### src/rtl/dport_mux_n.sv
// Purpose: route one CPU data-port request stream to NUM_TGT target ports by address window,
//          answering unmapped addresses internally with an error response.
// Latency: requests and accepts are combinational (zero added cycles); unmapped error response one cycle after accept.
// Backpressure: accept drops when the selected target stalls, when a target switch would break
//               response ordering, or when the outstanding counter is full.
// Ports: mem_* = upstream CPU dport (request in, response out); tgt_* = packed per-target
//        request fan-out and response inputs, entry i in bits [i*W +: W].
module dport_mux_n #(
   parameter int                    NUM_TGT  = 2,
   parameter logic [NUM_TGT*32-1:0] TGT_BASE = {32'h0, 32'h80000000},
   parameter logic [NUM_TGT*32-1:0] TGT_MASK = {32'h80000000, 32'hFFFF0000},
   parameter int                    PEND_W   = 5
) (
   input  logic                    clk_i,
   input  logic                    rst_ni,
   input  logic [31:0]             mem_addr_i,
   input  logic [31:0]             mem_data_wr_i,
   input  logic                    mem_rd_i,
   input  logic [3:0]              mem_wr_i,
   input  logic                    mem_cacheable_i,
   input  logic [10:0]             mem_req_tag_i,
   input  logic                    mem_invalidate_i,
   input  logic                    mem_writeback_i,
   input  logic                    mem_flush_i,
   output logic [31:0]             mem_data_rd_o,
   output logic                    mem_accept_o,
   output logic                    mem_ack_o,
   output logic                    mem_error_o,
   output logic [10:0]             mem_resp_tag_o,
   output logic [NUM_TGT*32-1:0]   tgt_addr_o,
   output logic [NUM_TGT*32-1:0]   tgt_data_wr_o,
   output logic [NUM_TGT-1:0]      tgt_rd_o,
   output logic [NUM_TGT*4-1:0]    tgt_wr_o,
   output logic [NUM_TGT-1:0]      tgt_cacheable_o,
   output logic [NUM_TGT*11-1:0]   tgt_req_tag_o,
   output logic [NUM_TGT-1:0]      tgt_invalidate_o,
   output logic [NUM_TGT-1:0]      tgt_writeback_o,
   output logic [NUM_TGT-1:0]      tgt_flush_o,
   input  logic [NUM_TGT-1:0]      tgt_accept_i,
   input  logic [NUM_TGT-1:0]      tgt_ack_i,
   input  logic [NUM_TGT-1:0]      tgt_error_i,
   input  logic [NUM_TGT*32-1:0]   tgt_data_rd_i,
   input  logic [NUM_TGT*11-1:0]   tgt_resp_tag_i
);

   // Index NUM_TGT is the internal error responder.
   localparam int                SEL_W    = $clog2(NUM_TGT + 1);
   localparam logic [SEL_W-1:0]  UNMAPPED = SEL_W'(NUM_TGT);
   localparam logic [PEND_W-1:0] PEND_MAX = {PEND_W{1'b1}};

   logic [SEL_W-1:0]  sel_w;
   logic [SEL_W-1:0]  sel_q;
   logic [PEND_W-1:0] pending_q;
   logic              err_v_q;
   logic [10:0]       err_tag_q;
   logic              tgt_acc_w;
   logic              hold_w;
   logic              request_w;
   logic              fire_w;
   logic              unmapped_w;
   logic [NUM_TGT-1:0] go_w;

   // Address decode: walk downwards so the lowest matching window wins.
   always_comb begin
      sel_w = UNMAPPED;
      for (int i = NUM_TGT - 1; i >= 0; i--) begin
         if ((mem_addr_i & TGT_MASK[i*32 +: 32]) == TGT_BASE[i*32 +: 32])
            sel_w = SEL_W'(i);
      end
   end

   assign unmapped_w = (sel_w == UNMAPPED);

   // The error responder always accepts; loop avoids indexing tgt_accept_i out of range.
   always_comb begin
      tgt_acc_w = 1'b1;
      for (int i = 0; i < NUM_TGT; i++) begin
         if (sel_w == SEL_W'(i))
            tgt_acc_w = tgt_accept_i[i];
      end
   end

   // Stall on a target switch while responses are outstanding so they cannot
   // return out of order, and stall when the counter cannot count any higher.
   assign hold_w       = ((pending_q != '0) && (sel_q != sel_w)) || (pending_q == PEND_MAX);
   assign request_w    = mem_rd_i | (|mem_wr_i) | mem_flush_i | mem_invalidate_i | mem_writeback_i;
   assign mem_accept_o = !hold_w && tgt_acc_w;
   assign fire_w       = request_w && mem_accept_o;

   // Request fan-out: operation strobes are gated per target, payload is broadcast.
   always_comb begin
      for (int i = 0; i < NUM_TGT; i++) begin
         go_w[i]               = (sel_w == SEL_W'(i)) && !hold_w;
         tgt_rd_o[i]           = mem_rd_i & go_w[i];
         tgt_wr_o[i*4 +: 4]    = go_w[i] ? mem_wr_i : 4'b0000;
         tgt_invalidate_o[i]   = mem_invalidate_i & go_w[i];
         tgt_writeback_o[i]    = mem_writeback_i & go_w[i];
         tgt_flush_o[i]        = mem_flush_i & go_w[i];
         tgt_cacheable_o[i]    = mem_cacheable_i;
         tgt_addr_o[i*32 +: 32]    = mem_addr_i;
         tgt_data_wr_o[i*32 +: 32] = mem_data_wr_i;
         tgt_req_tag_o[i*11 +: 11] = mem_req_tag_i;
      end
   end

   // Response mux follows the target of the most recent accepted request.
   always_comb begin
      mem_ack_o      = err_v_q;
      mem_error_o    = err_v_q;
      mem_data_rd_o  = 32'h0;
      mem_resp_tag_o = err_tag_q;
      for (int i = 0; i < NUM_TGT; i++) begin
         if (sel_q == SEL_W'(i)) begin
            mem_ack_o      = tgt_ack_i[i];
            mem_error_o    = tgt_error_i[i];
            mem_data_rd_o  = tgt_data_rd_i[i*32 +: 32];
            mem_resp_tag_o = tgt_resp_tag_i[i*11 +: 11];
         end
      end
   end

   always_ff @(posedge clk_i or negedge rst_ni) begin
      if (!rst_ni) begin
         pending_q <= '0;
         sel_q     <= '0;
         err_v_q   <= 1'b0;
         err_tag_q <= 11'h0;
      end else begin
         // One error response per unmapped accept, the cycle after it.
         err_v_q <= fire_w && unmapped_w;
         if (fire_w && unmapped_w)
            err_tag_q <= mem_req_tag_i;
         if (fire_w)
            sel_q <= sel_w;
         // A stray ack with nothing outstanding is passed on but not counted.
         if (fire_w && !mem_ack_o)
            pending_q <= pending_q + PEND_W'(1);
         else if (!fire_w && mem_ack_o && (pending_q != '0))
            pending_q <= pending_q - PEND_W'(1);
      end
   end

endmodule
### config.mk
export PLATFORM = sky130hd
export DESIGN_NAME = dport_mux_n
export DESIGN_NICKNAME = d
export VERILOG_FILES = /design/src/rtl/dport_mux_n.sv
export SDC_FILE = /design/constraint.sdc
export NUM_CORES = 1
export LEC_CHECK = 0
export ABC_AREA = 1
export BUFFER_PORTS_ARGS = -buffer_cell sky130_fd_sc_hd__buf_2
export CAP_MARGIN = 20
export CORE_AREA = 2 2 151 153
export CTS_CLUSTER_SIZE = 24
export DETAILED_ROUTE_END_ITERATION = 12
export DIE_AREA = 0 0 153 155
export PLACE_DENSITY_LB_ADDON = 0.12
export SLEW_MARGIN = 40
export SYNTH_ARGS = -nofsm -noshare
export SYNTH_HDL_FRONTEND = slang
export SYNTH_SLANG_ARGS = --single-unit
### constraint.sdc
create_clock -name clk_i -period 3.9 [get_ports clk_i]
set_clock_uncertainty 0.05 [all_clocks]
set_input_delay 0 -clock clk_i [delete_from_list [all_inputs] [get_ports clk_i]]
set_output_delay 0 -clock clk_i [all_outputs]
set_load 0.005 [all_outputs]
### Word-level counts from Yosys, hierarchy flattened

Index checks and enable logic that the tools add are counted.
Widths: inputs -> output; s select.

* register bits: 19
* input port bits: 178
* output and inout bits: 214
* logic and storage cells: 59

* $add $sub $neg: 2
* equal/unequal tests: 6
* muxes and demuxes: 16
* bitwise operators: 12
* reduce and logical (&&, ||, !) cells: 19

Operator list (number)
* $mux 32: 2
* $logic_not 32->1: 1
* $mux 11: 2
* $eq 16x16->1 const B: 1
* $mux 5: 2
* $logic_and 1x1->1: 9
* $and 1x1->1: 8
* $mux 4: 2
* $mux 1: 6
* $add 5x1->5 const B: 1
* $eq 5x5->1 const B: 1
* $reduce_bool 5->1: 1
* $sub 5x1->5 const B: 1
* $eq 2x1->1 const B: 2
* $logic_not 2->1: 2
* $mux 2: 2
* $or 1x1->1: 4
* $reduce_or 4->1: 1
* $logic_not 1->1: 3
* $eq 2x2->1 const B: 1
* $ne 2x2->1: 1
* $reduce_bool 2->1: 1
* $logic_or 1x1->1: 1

### Logic depth before layout (Yosys ltp)

Gate-level depths: netlist of run 1.

* word-level depth: 14
* mapped depth: 20
* depth with buffers taken out: 20

### Worst setup path after synthesis of run 1

Ideal clock, no wire load.

* kind: flip-flop to flip-flop
* start: reg sel_q[1]
* end: reg pending_q[4]
* setup time: 0.113 ns
* arrival time: 2.220 ns
* data required time: 3.737 ns
* slack: 1.517 ns
* cell stages (with the launch flop): 17
* buffers on the path: 0
* period minus slack after synthesis: 2.383 ns
* cells stage by stage: dfrtp_1 inv_1 nand2_1 o21ai_0 nand2_1 nand3_1 nand2_2 nand3_1 nor2_2 nand2_1 ha_1 a21o_1 a31oi_1 o21bai_1 nand3_1 nand2_1 inv_1

* longest elaborated chain between the ends: 10
* elaborated cells between the ends (all ways): 17
* classes of those cells: eq/ne (2); mux (3); reduce/logical (12)

RTL lines
* from (decl): line 52 `logic [SEL_W-1:0] sel_q;`
* from (signal assigned): line 134 `sel_q <= sel_w;`
* $ne 2x2->1: line 85 `assign hold_w = ((pending_q != '0) && (sel_q != sel_w)) || (pending_q == PEND_MAX);`
* $logic_and 1x1->1: line 85
* $logic_or 1x1->1: line 85
* $logic_not 1->1: line 87 `assign mem_accept_o = !hold_w && tgt_acc_w;`
* $logic_and 1x1->1: line 87
* $logic_and 1x1->1: line 88 `assign fire_w = request_w && mem_accept_o;`
* $logic_not 1->1: line 138 `else if (!fire_w && mem_ack_o && (pending_q != '0))`
* $logic_and 1x1->1 (2 in a row): line 138
* $reduce_bool 2->1 (no line)
* to (signal assigned): line 137 `pending_q <= pending_q + PEND_W'(1);`
* to (signal assigned): line 139 `pending_q <= pending_q - PEND_W'(1);`
* to (decl): line 53 `logic [PEND_W-1:0] pending_q;`

Parallel ways exist; a longest one is shown, timed or not.
A chain may end at the register's enable or synchronous reset.

### Worst setup path after layout of run 1

Ends and elaborated chain as after synthesis.

==> impl_metrics.env, run 1 <==
export IMPL_final_hold_viol_count=1
export IMPL_layout_nets=737
export IMPL_slowest_stage="dfrtp_1"
export IMPL_synth_seq_area_share_pct=16.5
export IMPL_yosys_area_top_type="buf_4"
export IMPL_use_met1_pct=9.00
export IMPL_postSynthAreaPerCell_um2=7.14
export IMPL_io_buffers=244
export IMPL_ir_worst_vdd_uv=134
export IMPL_dr_pass1_iters=4
export IMPL_wl_per_cell_um=13.3
export IMPL_layoutNonFillerInstCount=840
export IMPL_hold_ws_ns=-0.000255
export IMPL_layout_drive_gt1_share_pct=47.5
export IMPL_crit_chain="inv_1, nand2_1, o21ai_0, nand2_1, nand3_1, nand2_2, nand3_1, nor2_2, nand2_1, ha_1, a21o_1, a31oi_1, o21bai_1, nand3_1, nand2_1, inv_1"
export IMPL_io_pins=392
export IMPL_worstHoldPathType="in -> reg"
export IMPL_clockRootBuffer="clkbuf_16"
export IMPL_wirelength_mm=11.2
export IMPL_p_total_w=0.00213
export IMPL_first_iter_violations=114
export IMPL_fin_setup_tns_ns=0
export IMPL_status="complete, but fails checks"
export IMPL_yosysWarnings=0
export IMPL_ys_flop_type="dfrtp_1"
export IMPL_vias=3001
export IMPL_syn_area_mm2=0.00288
export IMPL_grt_busiest_layer="met2"
export IMPL_clk_path_buf_depth=2
export IMPL_cp_end_kind="register"
export IMPL_rsz0062_at_grt="no"
export IMPL_grt_pass1_vias=3000
export IMPL_holdPathStages=2
export IMPL_hpwlAfterDp_mm=9.22
export IMPL_grt_use_met3_pct=1.73
export IMPL_cp_depth=16
export IMPL_fmax_ghz=0.369
export IMPL_ys_seq_elements=19
export IMPL_p_per_area_mw_per_mm2=533
export IMPL_grt_pass1_wl_mm=16.2
export IMPL_synth_edf_count=0
export IMPL_remaining_drc_errors=0
export IMPL_path_clk_slew_ns=0.06
export IMPL_p_leak_nw=2.19
export IMPL_final_util_pct=18.0
export IMPL_numCtsBuffers=3
export IMPL_antenna_left=0
export IMPL_startpoint_type="register"
export IMPL_synth_top_area_share_pct=39.7
export IMPL_path_delay_family="simple AND/OR/NAND/NOR gates"
export IMPL_cts_repair_resized=0
export IMPL_overflow=0
export IMPL_place_gp_congestion=0.741
export IMPL_ys_top_cells_by_area="buf_4 (40%), dfrtp_1 (17%), a22o_1 (9.7%), nand2_1 (7.8%), inv_1 (5.0%)"
export IMPL_worst_r2r_cell_count=16
export IMPL_grt_usage_pct=8.53
export IMPL_viasPerCell=3.57
export IMPL_worstPathArrival_ns=2.81
export IMPL_antenna_found_initial=1
export IMPL_dieArea_mm2=0.0237
export IMPL_syn2layout_area_growth_pct=39.0
export IMPL_setup_viol=0
export IMPL_place_inst=774
export IMPL_cts_sinks=19
export IMPL_cts_tree="built"
export IMPL_crit_fanout=5
export IMPL_htree_levels=1
export IMPL_synth_cells=403
export IMPL_grt_max_degree=45
export IMPL_maxCapViolCount=0
export IMPL_crit_required_ns=4.00
export IMPL_ys_async_sr_fraction_pct=100
export IMPL_final_max_slew_violation_count=0
export IMPL_use_met2_pct=17.5
export IMPL_period_share_pct=69.4
export IMPL_syn_nets=585
export IMPL_violations="negative hold slack"
export IMPL_slowest_delay_ns=0.41
export IMPL_final_cell_mix="buf_2 (244), dlygate4sd3_1 (61), nand2_1 (60)"
export IMPL_fin_crit_ns=2.71
export IMPL_crit_type="reg -> reg"
export IMPL_synth_cell_types=29
export IMPL_row_count=55
export IMPL_coreArea_mm2=0.0222
export IMPL_final_common_cell="buf_2"
export IMPL_cp_num_buf_inv=2
export IMPL_die_width_um=153
export IMPL_start_util_pct=12.9
export IMPL_tightest_slew_ns=0.521
export IMPL_die_y_um=155
export IMPL_relSlewSlack_pct=65.3
export IMPL_clock_latency_ns=0.25
export IMPL_cp_common_cell="nand2_1"
final timing paths:
check                                    start           end  slack [ns]
worst max-delay path                  sel_q[1]  pending_q[4]        1.19
worst min-delay path            mem_addr_i[31]      sel_q[0]     -0.0003
worst max register to register        sel_q[1]  pending_q[4]        1.19
worst min register to register    pending_q[0]  pending_q[0]        0.47
max in group asynchronous               rst_ni  err_tag_q[0]        3.25
min in group asynchronous               rst_ni  err_tag_q[4]        0.20
synth_stat cells (2+ instances only):
| cell type | instances |
|---|---|
| inv_2 | 2 |
| o21ai_2 | 2 |
| nor3_1 | 2 |
| ha_1 | 3 |
| buf_6 | 2 |
| dfrtp_1 | 19 |
| nor4_1 | 2 |
| nand3_1 | 11 |
| o21bai_1 | 3 |
| nand2_1 | 60 |
| inv_1 | 38 |
| o21ai_0 | 14 |
| nor2_1 | 27 |
| buf_4 | 152 |
| nor2_2 | 2 |
| a22o_1 | 32 |
| o211ai_1 | 11 |
| clkbuf_1 | 9 |
| xor2_1 | 2 |
metrics by stage:
step,worst slack (ns),area (µm²),hold slack [ns]
floorplan,1.52,2880,-0.346
global placement,1.21,3290,-0.0499
detailed placement,1.15,3310,-0.0499
CTS,1.14,4000,0.0106
global route,0.887,4000,0.0490
finish,1.19,4000,-0.000255
where the power goes:
part / internal (W) / switching [W]
clock: 0.000140 / 0.0000874
sequential: 0.000298 / 0.0000465
combinational: 0.000693 / 0.000866
total: 0.00113 / 0.00100
layout make-up:
type                            instances  area [µm²]
Sequential cell                        19         475
Fill cell                            2553       18200
Inverter                               40         150
Timing Repair Buffer                  310        1870
Clock buffer                            4        78.8
Multi-Input combinational cell        181        1060
Tap cell                              285         357
Antenna cell                            1        2.50
timing repair:
| action | 4_1_cts | 5_1_grt |
|---|---|---|
| endpoints found under the setup margin | 0 | 0 |
| hold endpoints to repair | 128 | 0 |
| setup buffers | 0 | 0 |
| hold buffers | 61 | 0 |
flip-flops by register name, summed over array words and instances, names as in the netlist:
name and flops:
err_tag_q 11, pending_q 5, sel_q 2, err_v_q 1
layer usage:
metal / up-vias / routed length (µm)
met5: - / 0
met4: 0 / 112
met3: 9 / 755
met2: 168 / 6200
met1: 1378 / 4120
li1: 1446 / -
kinds of logic (layout without fill, tap and decap cells):
logic type / count (synthesis) / count (layout) / share of synthesized area [%]
flip-flops: 19 / 19 / 16.5
other: 0 / 1 / 0
AND/OR/NAND/NOR: 109 / 109 / 16.6
adder cells (fa/ha/maj): 4 / 4 / 2.00
AO/OA/AOI/OAI: 65 / 65 / 17.1
buffers and inverters: 203 / 354 / 46.8
XOR/XNOR: 3 / 3 / 0.914
Power figures use the tool's default switching activity.
==> inputs of run 2 (changes only) <==
--- a/config.mk
+++ b/config.mk
@@ -8,10 +8,10 @@
 export ABC_AREA = 1
 export BUFFER_PORTS_ARGS = -buffer_cell sky130_fd_sc_hd__buf_2
 export CAP_MARGIN = 20
-export CORE_AREA = 2 2 151 153
+export CORE_AREA = 2 2 154 156
 export CTS_CLUSTER_SIZE = 24
 export DETAILED_ROUTE_END_ITERATION = 12
-export DIE_AREA = 0 0 153 155
+export DIE_AREA = 0 0 156 158
 export PLACE_DENSITY_LB_ADDON = 0.12
 export SLEW_MARGIN = 40
 export SYNTH_ARGS = -nofsm -noshare
==> constraint.sdc (replaced) <==
create_clock -name clk_i -period 2.3 [get_ports clk_i]
set_clock_uncertainty 0.05 [all_clocks]
set_input_delay 0 -clock clk_i [delete_from_list [all_inputs] [get_ports clk_i]]
set_output_delay 0 -clock clk_i [all_outputs]
set_load 0.005 [all_outputs]
==> impl_metrics.env, run 2 (same netlist as run 1, synthesis figures left out) <==
export IMPL_ff_latch_area_um2=475
export IMPL_clockRootBuffer="clkbuf_16"
export IMPL_antenna_found_initial=0
export IMPL_cp_end_kind="register"
export IMPL_slowest_delay_ns=0.40
export IMPL_worstHoldPathType="in -> reg"
export IMPL_final_hold_viol_count=0
export IMPL_final_fill_count=2612
export IMPL_layout_nets=772
export IMPL_multi_input_area_mm2=0.00115
export IMPL_rsz0062_at_grt="yes"
export IMPL_remaining_drc_errors=0
export IMPL_fmax_ghz=0.451
export IMPL_crit_required_ns=2.40
export IMPL_grt_use_met3_pct=1.07
export IMPL_wl_per_cell_um=12.9
export IMPL_final_max_slew_violation_count=0
export IMPL_final_util_pct=18.9
export IMPL_cts_tree="built"
export IMPL_die_width_um=156
export IMPL_regMostFlops="err_tag_q"
export IMPL_p_total_w=0.00434
export IMPL_grt_max_degree=45
export IMPL_row_count=56
export IMPL_grt_pass1_wl_mm=14.8
export IMPL_numCtsBuffers=3
export IMPL_crit_chain="nor3_2, nand3_2, nand2_2, nand3_4, nor2_4, nand2_4, ha_4, a21o_1, a31oi_4, o21bai_1, nand3_1, nand2_1, inv_1"
export IMPL_place_gp_congestion=0.723
export IMPL_path_delay_family="simple AND/OR/NAND/NOR gates"
export IMPL_fin_crit_ns=2.22
export IMPL_largest_reg_flops=11
export IMPL_slowest_stage="dfrtp_1"
export IMPL_cts_sinks=19
export IMPL_relSlewSlack_pct=64.7
export IMPL_dr_pass1_iters=4
export IMPL_crit_type="reg -> reg"
export IMPL_clk_path_buf_depth=2
export IMPL_vias=3135
export IMPL_final_cell_mix="buf_2 (244), dlygate4sd3_1 (61), nand2_1 (58)"
export IMPL_fin_setup_tns_ns=0
export IMPL_hold_ws_ns=0.0637
export IMPL_p_leak_nw=2.38
export IMPL_p_per_area_mw_per_mm2=997
export IMPL_crit_fanout=5
export IMPL_n_antenna_cell=0
export IMPL_overflow=0
export IMPL_coreArea_mm2=0.0231
export IMPL_final_common_cell="buf_2"
export IMPL_grt_pass1_vias=2915
export IMPL_path_clk_slew_ns=0.06
export IMPL_first_iter_violations=96
export IMPL_viasPerCell=3.57
export IMPL_dpl_cell_area_mm2=0.00352
export IMPL_syn2layout_area_growth_pct=51.4
export IMPL_maxCapViolCount=0
export IMPL_htree_levels=1
export IMPL_layout_drive_gt1_share_pct=53.5
export IMPL_io_buffers=244
export IMPL_startpoint_type="register"
export IMPL_final_area_mm2=0.00435
export IMPL_wirelength_mm=11.4
export IMPL_grt_busiest_layer="met2"
export IMPL_period_share_pct=96.4
export IMPL_clock_latency_ns=0.25
export IMPL_tightest_slew_ns=0.529
export IMPL_reg_largest_list="err_tag_q (11), pending_q (5), sel_q (2)"
export IMPL_dieArea_mm2=0.0246
export IMPL_start_util_pct=12.5
export IMPL_hpwlAfterDp_mm=8.87
export IMPL_die_y_um=158
export IMPL_grt_usage_pct=7.74
export IMPL_worstPathArrival_ns=2.32
export IMPL_status="completed"
export IMPL_cp_num_buf_inv=1
export IMPL_setup_viol=0
export IMPL_antenna_left=0
export IMPL_use_met2_pct=15.1
export IMPL_io_pins=392
export IMPL_ir_worst_vdd_uv=398
export IMPL_use_met1_pct=8.44
-- run 2: changes by cell type in the layout (fill, tap and decap cells not counted), sizes merged --
cell / change
buf: +35
diode: -1
-- run 2: routing by layer --
layer	wire length, µm	up-vias
met4	264	0
met5	0	-
met1	4290	1422
met3	781	14
li1	-	1519
met2	6030	180
-- run 2: through the flow --
stage | std cells | setup slack, ns
global placement | 804 | -0.0316
CTS | 873 | 0.00442
finish | 879 | 0.0827
detailed placement | 804 | -0.0932
global route | 879 | -0.0857
floorplan | 403 | 0.0641
-- run 2: path summary, 6_finish.rpt --
check	from	endpoint	slack, ns	cells after the start
worst max-delay path	pending_q[3]	pending_q[4]	0.08	13
max in group asynchronous	rst_ni	err_tag_q[2]	1.64	2
worst min-delay path	mem_addr_i[31]	sel_q[0]	0.06	3
worst max register to register	pending_q[3]	pending_q[4]	0.08	13
worst min register to register	err_tag_q[7]	err_tag_q[7]	0.48	2
min in group asynchronous	rst_ni	err_tag_q[0]	0.22	2
-- run 2: final cells by class --
type | count | area share [%]
Timing Repair Buffer | 345 | 49.0
Multi-Input combinational cell | 181 | 26.5
Sequential cell | 19 | 10.9
Tap cell | 290 | 8.33
Inverter | 40 | 3.45
Clock buffer | 4 | 1.81
-- run 2: repair_timing --
action                                  CTS  global route
buffers inserted                          4             6
hold buffers                             61             0
gates resized for setup                   7            13
endpoints found under the setup margin    3             3
pin swaps                                 6            12
hold endpoints to repair                128             0
cloned                                    0             0
-- run 2: worst register-to-register path, delay by kind of cell (launching register included) --
kind	cells	cell delay, ns
fa+ha+maj	1	0.23
buf+inv	1	0.03
simple gates	8	0.87
compound gates	3	0.54
flops	1	0.40
-- run 2: where the power goes --
group          switching, W  leakage [nW]  internal [W]
combinational       0.00174          2.11       0.00164
clock              0.000140        0.0382      0.000236
sequential        0.0000724         0.233      0.000505
total               0.00196          2.38       0.00238
